File: config.mk
export PLATFORM = sky130hd
export DESIGN_NAME = bram_port_req_ctrl
export DESIGN_NICKNAME = d
export VERILOG_FILES = /design/src/rtl/bram_port_req_ctrl.sv
export SDC_FILE = /design/constraint.sdc
export NUM_CORES = 1
export LEC_CHECK = 0
export BUFFER_PORTS_ARGS = -buffer_cell sky130_fd_sc_hd__buf_2
export CELL_PAD_IN_SITES_DETAIL_PLACEMENT = 2
export CELL_PAD_IN_SITES_GLOBAL_PLACEMENT = 2
export CORE_AREA = 2 2 140 101
export DETAILED_ROUTE_END_ITERATION = 16
export DIE_AREA = 0 0 142 103
export PLACE_DENSITY = 0.84
export SYNTH_ARGS = -nofsm -noshare
export SYNTH_HDL_FRONTEND = slang
export SYNTH_SLANG_ARGS = --single-unit
File: constraint.sdc
create_clock -name clka -period 2.4 [get_ports clka]
set_input_delay 0.36 -clock clka [delete_from_list [all_inputs] [get_ports clka]]
set_output_delay 0.36 -clock clka [all_outputs]
set_load 0.1 [all_outputs]
File: src/rtl/bram_port_req_ctrl.sv
// bram_port_req_ctrl
//   Request/response front-end for one port of a single-clock, write-first,
//   true dual-port BRAM. Client valid/ready requests are forwarded
//   combinationally to the BRAM port. Reads are tracked across the BRAM read
//   latency, and their data lands in a small response FIFO. Issue is gated by
//   a credit count, so every read already owns a FIFO slot when it fires.
//
// Ports
//   clka, rstb          clock shared with the BRAM; synchronous active-high reset
//   req_*               client request (we=1 write, we=0 read)
//   rsp_*               read responses, returned in request order
//   bram_*              BRAM port: en/we/addr/din/regce/rst out, dout in
//   rd_pending          reads in flight plus responses queued
module bram_port_req_ctrl #(
  parameter int DATA_W    = 18,
  parameter int ADDR_W    = 10,
  parameter int READ_LAT  = 2,
  parameter int RSP_DEPTH = 4
) (
  input  logic                             clka,
  input  logic                             rstb,
  input  logic                             req_val,
  output logic                             req_rdy,
  input  logic                             req_we,
  input  logic [ADDR_W-1:0]                req_addr,
  input  logic [DATA_W-1:0]                req_wdata,
  output logic                             rsp_val,
  input  logic                             rsp_rdy,
  output logic [DATA_W-1:0]                rsp_rdata,
  output logic                             bram_en,
  output logic                             bram_we,
  output logic [ADDR_W-1:0]                bram_addr,
  output logic [DATA_W-1:0]                bram_din,
  output logic                             bram_regce,
  output logic                             bram_rst,
  input  logic [DATA_W-1:0]                bram_dout,
  output logic [$clog2(RSP_DEPTH+1)-1:0]   rd_pending
);

  localparam int CNT_W = $clog2(RSP_DEPTH+1);
  localparam int PTR_W = (RSP_DEPTH > 1) ? $clog2(RSP_DEPTH) : 1;
  localparam logic [CNT_W-1:0] DEPTH_C  = CNT_W'(RSP_DEPTH);
  localparam logic [CNT_W-1:0] CNT_ONE  = CNT_W'(1);
  localparam logic [PTR_W-1:0] LAST_PTR = PTR_W'(RSP_DEPTH-1);
  localparam logic [PTR_W-1:0] PTR_ONE  = PTR_W'(1);

  if (READ_LAT != 1 && READ_LAT != 2) begin : g_bad_lat
    $error("bram_port_req_ctrl: READ_LAT must be 1 or 2");
  end

  logic                             fire, rd_fire, push, pop;
  logic [READ_LAT-1:0]              vld_pipe;
  logic [RSP_DEPTH-1:0][DATA_W-1:0] fifo_mem;
  logic [PTR_W-1:0]                 wr_ptr, rd_ptr;
  logic [CNT_W-1:0]                 fifo_cnt, pend_cnt;

  // Credit check: pend_cnt counts every slot a read may still need. Writes
  // are gated by it too, which keeps the ready independent of req_we.
  assign req_rdy    = !rstb && (pend_cnt < DEPTH_C);
  assign fire       = req_val & req_rdy;
  assign rd_fire    = fire & ~req_we;
  assign push       = vld_pipe[READ_LAT-1];
  assign pop        = rsp_val & rsp_rdy;

  assign bram_en    = fire;
  assign bram_we    = fire & req_we;
  assign bram_addr  = req_addr;
  assign bram_din   = req_wdata;
  assign bram_rst   = rstb;

  assign rsp_val    = (fifo_cnt != '0);
  assign rsp_rdata  = fifo_mem[rd_ptr];
  assign rd_pending = pend_cnt;

  // Read-valid pipeline, one stage per cycle of BRAM latency. The output
  // register is enabled only in the cycle that read data reaches it.
  if (READ_LAT == 1) begin : g_lat1
    assign bram_regce = 1'b1;
    always_ff @(posedge clka) begin
      if (rstb) vld_pipe <= '0;
      else      vld_pipe <= rd_fire;
    end
  end else begin : g_latn
    assign bram_regce = vld_pipe[0];
    always_ff @(posedge clka) begin
      if (rstb) vld_pipe <= '0;
      else      vld_pipe <= {vld_pipe[READ_LAT-2:0], rd_fire};
    end
  end

  // Response FIFO. The storage is cleared on reset so the head reads 0.
  // The pointers wrap explicitly, so the depth need not be a power of two.
  always_ff @(posedge clka) begin
    if (rstb) begin
      fifo_mem <= '0;
      wr_ptr   <= '0;
      rd_ptr   <= '0;
      fifo_cnt <= '0;
    end else begin
      if (push) begin
        fifo_mem[wr_ptr] <= bram_dout;
        wr_ptr <= (wr_ptr == LAST_PTR) ? '0 : wr_ptr + PTR_ONE;
      end
      if (pop)
        rd_ptr <= (rd_ptr == LAST_PTR) ? '0 : rd_ptr + PTR_ONE;
      case ({push, pop})
        2'b10:   fifo_cnt <= fifo_cnt + CNT_ONE;
        2'b01:   fifo_cnt <= fifo_cnt - CNT_ONE;
        default: fifo_cnt <= fifo_cnt;
      endcase
    end
  end

  always_ff @(posedge clka) begin
    if (rstb) pend_cnt <= '0;
    else begin
      case ({rd_fire, pop})
        2'b10:   pend_cnt <= pend_cnt + CNT_ONE;
        2'b01:   pend_cnt <= pend_cnt - CNT_ONE;
        default: pend_cnt <= pend_cnt;
      endcase
    end
  end

  // Safety net: the credit gate should make all of these unreachable.
  always_ff @(posedge clka) begin
    if (!rstb) begin
      assert (!(rd_fire && !pop && pend_cnt == DEPTH_C))
        else $error("rd_pending overflow");
      assert (!(pop && !rd_fire && pend_cnt == '0))
        else $error("rd_pending underflow");
      assert (!(push && !pop && fifo_cnt == DEPTH_C))
        else $error("response FIFO overflow");
    end
  end

endmodule

==> metrics.md, run 1 <==
| Metric | Value |
|---|---|
| Largest net degree at the start of global routing | `84` |
| Layout area overhead | `8.37%` |
| Cell Rows | `36` |
| Final worst slack | `158 ps` |
| Placer congestion estimate | `0.714` |
| Post_cts resized | `0` |
| Vias in the first global route | `3410` |
| Initial Utilization | `29.8%` |
| Initial antenna violation count | `0` |
| Final core utilization | `32.3%` |
| Slew HR | `27.9%` |
| Pre-CTS WS | `355 ps` |
| Top_reg_cell synth | `dfxtp_1` |
| Static leakage | `1.55 nW` |
| Worst slew pin tran | `1080 ps` |
| H-Tree Depth | `3` |
| Hold Path Origin | `req_we` |
| Via count | `3058` |
| Syn_nets | `492` |
| Run status | `finished, final reports clean` |
| Mapped Area | `4020 um2` |
| PwrDens | `746 nW/um2` |
| Commonest cells after routing, fill and taps aside | `144 x nand2_1, 83 x dfxtp_1, 48 x buf_2, 47 x a21oi_1, 30 x a21oi_2` |
| MaxCap Viol Count | `0` |
| Postcts setup bufs | `0` |
| HP Class | `input pin to register` |
| First-pass GRT wire length | `18.3 mm` |
| Peak VDD IR | `357 uV` |
| Multi-input logic area | `1880 um2` |
| Seq. cell area | `1690 um2` |
| Io pins | `106` |
| Cell area after layout | `4360 um2` |
| Pwr Total | `3.25 mW` |
| Worst R2R Path Depth | `7` |
| TritonRoute pass-1 iters | `4` |
| Fmax achieved | `446 MHz` |
| FILL cells | `1496` |
| HPWL after detailed placement | `7.65 mm` |
| Cts hold-fix bufs | `0` |
| Fin. Hold Viols | `0` |
| Worst clock skew | `7.32 ps` |
| ANT cells | `0` |
| Finished Layout Cells | `616` |
| Synth area leader | `dfxtp_1` |
| Internal power | `2.28 mW` |
| Number of buffers created by CTS | `9` |
| Clock transition at path regs | `60 ps` |
| Critical path startpoint category | `register` |
| Final wirelength | `11.6 mm` |
| R2r startpoint | `fifo_cnt[2]$_SDFFE_PP0P_` |
| Worst Path Required | `2040 ps` |
| Critical-path maximum fanout | `21` |
| Clock share of power | `39.1%` |
| Post-synth cell types | `31` |
| Yosys top cell area share | `41.8%` |
| Syn avg cell area | `9.31 um2` |
| CP arrival | `1880 ps` |
| Hold Crit Depth | `2` |
| Post-synth EDFFs | `0` |
| Die Span Y | `103 um` |
| Routed len/inst | `18.8 um` |
| Sequential-to-total area share from yosys stat | `41.8%` |
| CP endpoint kind | `primary output` |
| R2r setup slk | `370 ps` |
| Final setup vio count | `0` |
| Reg-to-Reg End | `rd_pending[2]$_SDFFE_PP0P_` |
| Die ar. | `14600 um2` |
| Post-Place Cells | `601` |
| DR vias/cell | `4.96` |
| Antenna Nets Post-Route | `0` |
| Reg power frac | `44.7%` |
| Comb power frac | `16.1%` |
| Yosys reg bits | `84` |
| DRC viols | `0` |
| Min Tclk post-route | `2240 ps` |
| Clock Tree Buf Depth | `2` |
| CTS tree | `yes` |
| Placed cell areas | `4100 um2` |
| Worst-Skew Late Latency | `350 ps` |
| Max-slew violation count | `0` |
| Switch share | `29.7%` |
| Yosys warnings | `0` |
| Tcrit/Tclk final | `93.4%` |
| CTS sink count | `84` |
| Sw Pwr | `966 uW` |
| Top post-synthesis cells by area | `dfxtp_1 42%, nand2_1 13%, a21oi_2 6.5%` |
| Unrepaired setup endpoints after global routing | `no` |
| GR Overflow Total | `0` |
| Port Buf Inserts | `49` |
| Drt initial violations | `94` |
| Post-synthesis cell count | `432` |
| Leading cell type in the layout, fill and taps excluded | `nand2_1` |
| Die width | `142 um` |
| Worst setup path class | `register to primary output` |
| Core Region | `13500 um2` |
| Clock root buffer master | `clkbuf_16` |
| Tot GR Track Use | `16.7%` |
| Fin nets | `501` |
| Share of flip-flops with an asynchronous set or reset | `0%` |
| Hold EP | `vld_pipe[0]$_SDFF_PP0_` |
| Share of layout cells above drive strength 1 | `27.0%` |
-- power by group through the flow --
| stage | Combinational (mW) | Sequential [mW] | Clock, mW |
|---|---|---|---|
| after floorplan | 0.572 | 1.54 | 0 |
| final | 0.524 | 1.45 | 1.27 |
| after global placement | 0.503 | 1.48 | 0 |
| after detailed placement | 0.528 | 1.49 | 0 |
| after CTS | 0.529 | 1.46 | 1.32 |
| after global routing | 0.559 | 1.46 | 1.37 |
-- cell usage after synthesis, types with 2 or more instances --
master	number
and2_4	3
xor2_1	3
mux4_2	9
buf_8	3
clkbuf_1	2
buf_4	33
buf_2	10
mux2i_1	3
ha_1	7
dfxtp_1	84
a21oi_1	47
or3_1	4
a21oi_2	30
fa_1	2
nand2_2	5
nor2b_1	2
buf_12	3
mux4_1	9
nor2_1	9
nand2_1	144
o21ai_0	2
buf_6	3
inv_1	7
-- flip-flops by register name, summed over array words and instances, names as in the netlist --
signal,cells
wr_ptr,2
rd_pending,3
fifo_mem,72
vld_pipe,2
rd_ptr,2
fifo_cnt,3
-- critical path, cell delays in order, from the launching register on --
cell and delay (ps):
dfxtp_1 380, buf_12 230, mux4_1 590, buf_2 310
-- stage by stage --
step           TNS, ps  hold WS (ps)
2_1_floorplan     -322           432
3_3_place_gp         0           437
3_5_place_dp         0           453
4_1_cts              0           180
5_1_grt              0           200
6_report             0           191
-- worst max path at each step --
stage	start	end	slack, ps	cells past startpoint
final	rd_ptr[0]$_SDFFE_PP0P_	rsp_rdata[5]	160	3
after global routing	rd_ptr[0]$_SDFFE_PP0P_	rsp_rdata[15]	100	3
after CTS	rd_ptr[0]$_SDFFE_PP0P_	rsp_rdata[15]	130	3
after detailed placement	fifo_cnt[2]$_SDFFE_PP0P_	rd_pending[2]$_SDFFE_PP0P_	360	7
after global placement	rstb	rd_pending[2]$_SDFFE_PP0P_	460	9
after floorplan	rd_pending[2]$_SDFFE_PP0P_	rd_pending[2]$_SDFFE_PP0P_	-260	8
-- cell type report --
type / count / share of cell area [%]
Clock buffer: 12 / 5.66
Clock inverter: 3 / 0.345
Sequential cell: 84 / 38.7
Multi-Input combinational cell: 286 / 43.1
Timing Repair Buffer: 53 / 6.66
Inverter: 7 / 0.603
Tap cell: 171 / 4.91
-- cell families after synthesis --
| kind of cell | share of synthesized area [%] |
|---|---|
| compound gates | 13.2 |
| flops | 41.8 |
| buf+inv | 11.8 |
| mux | 11.7 |
| simple gates | 17.5 |
| fa+ha+maj | 3.17 |
| xor+xnor | 0.872 |
-- per-layer routing --
| metal | global-route usage (%) | share of wire (%) | vias to the layer above |
|---|---|---|---|
| met4 | 5.38 | 0.97 | 0 |
| met3 | 4.04 | 3.4 | 9 |
| met2 | 31.5 | 52 | 52 |
| met1 | 18.7 | 44 | 1572 |
| li1 | - | - | 1425 |
| met5 | 0 | 0 | - |
(Power assumes the default switching activity.)
==> run 2, diff against run 1 <==
ABC_AREA = 1   (was unset)
CORE_AREA = 2 2 149 107   (was 2 2 140 101)
DIE_AREA = 0 0 151 109   (was 0 0 142 103)
PLACE_DENSITY = 0.83   (was 0.84)
SLEW_MARGIN = 25   (was unset)
clock period = 1.9 ns   (was 2.4 ns; I/O delays follow)
==> metrics.md, run 2 <==
| Metric | Value |
|---|---|
| Die width | `151 um` |
| Critical-path maximum fanout | `12` |
| Reg-to-Reg End | `rd_pending[2]$_SDFFE_PP0P_` |
| TritonRoute pass-1 iters | `4` |
| Worst Path Required | `1620 ps` |
| Tcrit/Tclk final | `98.0%` |
| CTS tree | `yes` |
| Peak VDD IR | `785 uV` |
| Max-slew violation count | `0` |
| Cts hold-fix bufs | `0` |
| Fmax achieved | `537 MHz` |
| Post-synth cell types | `26` |
| Tot GR Track Use | `18.1%` |
| Commonest cells after routing, fill and taps aside | `177 x nor2_1, 93 x o21ai_0, 81 x dfxtp_1, 31 x buf_2, 21 x buf_12` |
| Initial Utilization | `25.4%` |
| Routed len/inst | `19.1 um` |
| Top cells by count, synth | `191 x nor2_1, 112 x o21ai_0, 84 x dfxtp_1, 30 x buf_4, 21 x inv_1` |
| Leading cell type in the layout, fill and taps excluded | `nor2_1` |
| Worst slew pin tran | `508 ps` |
| Post-synth EDFFs | `0` |
| Static leakage | `1.95 nW` |
| Met2 GRT Util | `32.4%` |
| Sequential-to-total area share from yosys stat | `43.7%` |
| Clock root buffer master | `clkbuf_16` |
| GR Overflow Total | `0` |
| Met3 Usage GRT | `3.97%` |
| CP max stage cell | `dfxtp_2` |
| First-pass GRT wire length | `22.5 mm` |
| Syn avg cell area | `7.27 um2` |
| Yosys top cell area share | `43.7%` |
| Min Tclk post-route | `1860 ps` |
| HP Class | `input pin to register` |
| DRC viols | `0` |
| CP arrival | `1580 ps` |
| FILL cells | `1746` |
| Worst-Skew Late Latency | `340 ps` |
| PwrDens | `1460 nW/um2` |
| Worst clock skew | `3.96 ps` |
| H-Tree Depth | `3` |
| Fin. Hold Viols | `0` |
| R2r setup slk | `90 ps` |
| Share of layout cells above drive strength 1 | `26.8%` |
| Final wirelength | `14.4 mm` |
| CP bufs+invs | `2` |
| Yosys reg bits | `84` |
| Antenna Nets Post-Route | `0` |
| Die ar. | `16500 um2` |
| Count leader, synth | `nor2_1` |
| Die Span Y | `109 um` |
| Cell Rows | `38` |
| Io pins | `106` |
| Worst setup path class | `register to primary output` |
| Largest net degree at the start of global routing | `53` |
| Drt initial violations | `130` |
| Critical path startpoint category | `register` |
| Fin nets | `611` |
| Placer congestion estimate | `0.734` |
| Pwr Total | `7.37 mW` |
| DR vias/cell | `4.94` |
| Mapped Area | `3850 um2` |
| Final worst slack | `38.0 ps` |
| Max incr delay on CP | `410 ps` |
| Pre-CTS WS | `-11.6 ps` |
| Number of buffers created by CTS | `9` |
| Max reg flops | `72` |
| Share of flip-flops with an asynchronous set or reset | `0%` |
| Final core utilization | `33.4%` |
| Top_reg_cell synth | `dfxtp_1` |
| Synth area leader | `dfxtp_1` |
| Hold Crit Depth | `2` |
| MaxCap Viol Count | `0` |
| Register with the highest flop count | `fifo_mem` |
| Min Hold Slack | `122 ps` |
| CP endpoint kind | `primary output` |
| Clock transition at path regs | `60 ps` |
| HPWL after detailed placement | `9.11 mm` |
| Core Region | `15100 um2` |
| Post-synthesis cell count | `529` |
| Met1 usage | `21.7%` |
| Vias in the first global route | `4142` |
| Initial antenna violation count | `0` |
| Hold EP | `vld_pipe[0]$_SDFF_PP0_` |
| GR peak layer | `met2` |
| Via count | `3726` |
| Final setup vio count | `0` |
| Syn_nets | `589` |
| ANT cells | `0` |
| Run status | `finished, final reports clean` |
| Port Buf Inserts | `49` |
| Clock Tree Buf Depth | `2` |
| Top post-synthesis cells by area | `dfxtp_1 44%, nor2_1 19%, o21ai_0 15%` |
| R2r startpoint | `fifo_cnt[0]$_SDFFE_PP0P_` |
| Layout area overhead | `31.4%` |
| Start point of the critical path | `rd_ptr[1]$_SDFFE_PP0P_` |
| Crit-path cells | `buf_6 -> o21ai_0 -> o22ai_4 -> buf_12` |
| Slew HR | `66.3%` |
| Yosys warnings | `0` |
| Top delay family on crit path | `compound AO/OA/AOI/OAI gates` |
| CTS sink count | `84` |
| Worst R2R Path Depth | `13` |
| Hold Path Origin | `req_we` |
==> run 2: where the power goes <==
group | switching, mW | internal [mW] | total [mW]
registers | 0.0863 | 1.84 | 1.92
clock network | 0.730 | 0.948 | 1.68
logic | 2.52 | 1.25 | 3.76
total | 3.33 | 4.03 | 7.37
==> run 2: metal layers <==
| layer | vias up | wire, um |
|---|---|---|
| met1 | 1901 | 6380 |
| li1 | 1737 | - |
| met5 | - | 0 |
| met3 | 25 | 417 |
| met2 | 63 | 7320 |
| met4 | 0 | 305 |
==> run 2: kinds of logic (layout without fill, tap and decap cells) <==
group,Yosys count,in the layout,share of synthesized area [%]
and+or+nand+nor,219,219,22.2
xor gates and xnor gates,1,1,0.228
AOI/OAI and AO/OA,135,135,18.1
buffers and inverters,81,107,12.4
DFF,84,84,43.7
adders and majority gates,9,9,3.32
==> run 2: metrics by stage <==
stage / setup TNS (ps) / instance area [um2] / instances
after floorplan: -1030 / 4090 / 529
after global placement: 0 / 4610 / 737
after detailed placement: -11.6 / 4610 / 737
after CTS: -39.4 / 4940 / 753
after global routing: -26.9 / 5060 / 755
final: 0 / 5060 / 755
==> run 2: layout make-up <==
cell class	count	area, um2	area share [%]
timing repair buffer	66	727	14.4
clock inverter	2	10.0	0.198
inverter	26	111	2.20
tap	200	250	4.95
clock buffer	13	260	5.15
sequential	84	1690	33.4
multi-input combinational	364	2010	39.7
==> run 2: what timing repair did <==
| item | in CTS | in global routing |
|---|---|---|
| endpoints found under the setup margin | 19 | 20 |
| gates resized for setup | 26 | 32 |
| gates cloned | 1 | 1 |
| pin swaps | 0 | 1 |
| buffers inserted | 0 | 1 |
| hold endpoints to repair | 0 | 0 |
==> run 2: worst max path at each step <==
stage                                            end  slack (ps)  depth (start not counted)
after detailed placement    fifo_cnt[2]$_SDFFE_PP0P_         -10                         11
after global routing      rd_pending[2]$_SDFFE_PP0P_         -20                         12
after floorplan                              bram_we        -350                          3
after CTS                               rsp_rdata[0]         -20                          5
final                                   rsp_rdata[1]          40                          4
after global placement    rd_pending[2]$_SDFFE_PP0P_         140                         13
==> run 3, diff against run 2 <==
MAX_ROUTING_LAYER = met4   (was unset)
==> metrics.md, run 3 (synthesis gave the netlist of run 2 again) <==
| Metric | Value |
|---|---|
| Worst clock skew | `4.02 ps` |
| CTS tree | `yes` |
| First-pass GRT wire length | `22.5 mm` |
| Die ar. | `16500 um2` |
| TritonRoute pass-1 iters | `4` |
| Critical path startpoint category | `register` |
| HPWL after detailed placement | `9.11 mm` |
| CTS sink count | `84` |
| Final worst slack | `41.5 ps` |
| Fmax achieved | `538 MHz` |
| Critical-path maximum fanout | `12` |
| Worst slew pin tran | `507 ps` |
| Crit-path cells | `buf_6 -> o21ai_0 -> o22ai_4 -> buf_12` |
| Peak VDD IR | `785 uV` |
| Number of buffers created by CTS | `9` |
| Final wirelength | `14.4 mm` |
| Clock Tree Buf Depth | `2` |
| R2r setup slk | `100 ps` |
| Initial antenna violation count | `0` |
| Pre-CTS WS | `-11.6 ps` |
| Layout area overhead | `31.4%` |
| Cts hold-fix bufs | `0` |
| Worst setup path class | `register to primary output` |
| Die Span Y | `109 um` |
| Max reg flops | `72` |
| Share of layout cells above drive strength 1 | `26.8%` |
| Final setup vio count | `0` |
| Max-slew violation count | `0` |
| Clock transition at path regs | `60 ps` |
| Final core utilization | `33.4%` |
| Routed len/inst | `19.0 um` |
| Hold Crit Depth | `2` |
| Post-Place Cells | `737` |
| Tcrit/Tclk final | `97.8%` |
| Finished Layout Cells | `755` |
| Setup tns final | `0 ps` |
| Drt initial violations | `125` |
| Worst-Skew Late Latency | `340 ps` |
| Port Buf Inserts | `49` |
| Core Region | `15100 um2` |
| Static leakage | `1.95 nW` |
| Initial Utilization | `25.4%` |
| Via count | `3736` |
| Worst Path Required | `1620 ps` |
| Register with the highest flop count | `fifo_mem` |
| HP Class | `input pin to register` |
| Worst R2R Path Depth | `13` |
| Leading cell type in the layout, fill and taps excluded | `nor2_1` |
| Clock root buffer master | `clkbuf_16` |
| DRC viols | `0` |
| Cell Rows | `38` |
| MaxCap Viol Count | `0` |
| ANT cells | `0` |
| Fin nets | `611` |
| DR vias/cell | `4.95` |
| Pwr Total | `7.35 mW` |
| Slew HR | `66.4%` |
| Placer congestion estimate | `0.743` |
| Io pins | `106` |
| Max incr delay on CP | `410 ps` |
| Commonest cells after routing, fill and taps aside | `177 x nor2_1, 93 x o21ai_0, 81 x dfxtp_1, 31 x buf_2, 21 x buf_12` |
| Fin. Hold Viols | `0` |
| Run status | `finished, final reports clean` |
| PwrDens | `1450 nW/um2` |
| Tot GR Track Use | `18.6%` |
| CP endpoint kind | `primary output` |
| Min Tclk post-route | `1860 ps` |
| Die width | `151 um` |
| GR Overflow Total | `0` |
| Vias in the first global route | `4129` |
| CP arrival | `1570 ps` |
| Antenna Nets Post-Route | `0` |
| CP max stage cell | `dfxtp_2` |
| Largest net degree at the start of global routing | `53` |
| H-Tree Depth | `3` |
-- run 3: cell counts in the layout (fill, tap and decap cells not counted) --
No cell type changed its count.
-- run 3: final timing paths --
path / start / to
hold reg to reg: vld_pipe[0]$_SDFF_PP0_ / vld_pipe[1]$_SDFF_PP0_
setup / recovery: rd_ptr[1]$_SDFFE_PP0P_ / rsp_rdata[1]
hold / removal: req_we / vld_pipe[0]$_SDFF_PP0_
setup reg to reg: fifo_cnt[0]$_SDFFE_PP0P_ / rd_pending[2]$_SDFFE_PP0P_
-- run 3: through the flow --
step / area [um2] / hold slack, ps
3_5_place_dp: 4610 / 442
5_1_grt: 5060 / 121
4_1_cts: 4940 / 121
6_report: 5060 / 121
3_3_place_gp: 4610 / 430
2_1_floorplan: 4090 / 352
-- run 3: final cells by class --
cell class / instances / area, um2
inverter: 26 / 111
tap: 200 / 250
clock buffer: 13 / 260
multi-input combinational: 364 / 2010
fill: 1746 / 10100
clock inverter: 2 / 10.0
timing repair buffer: 66 / 727
sequential: 84 / 1690
-- run 3: timing repair --
action	4_1_cts	5_1_grt
endpoints found under the setup margin	19	20
resized for setup	26	32
buffers inserted	0	1
pin swaps	0	1
cloned	1	1
-- run 3: critical path: cells and delay by family (launching register included) --
family | cells | cell delay [ps]
flops | 1 | 410
compound gates | 2 | 430
buf+inv | 2 | 390
-- run 3: per-layer routing --
layer	wire [um]	GRT usage [%]	part of all wire, %
met1	6330	21.4	44
met3	448	3.93	3.1
met2	7250	32.6	50
met4	331	6.07	2.3
met5	0	-	0
-- run 3: power by group --
part | internal (mW) | switching [mW]
sequential | 1.84 | 0.0843
clock | 0.947 | 0.716
combinational | 1.25 | 2.51
total | 4.03 | 3.31
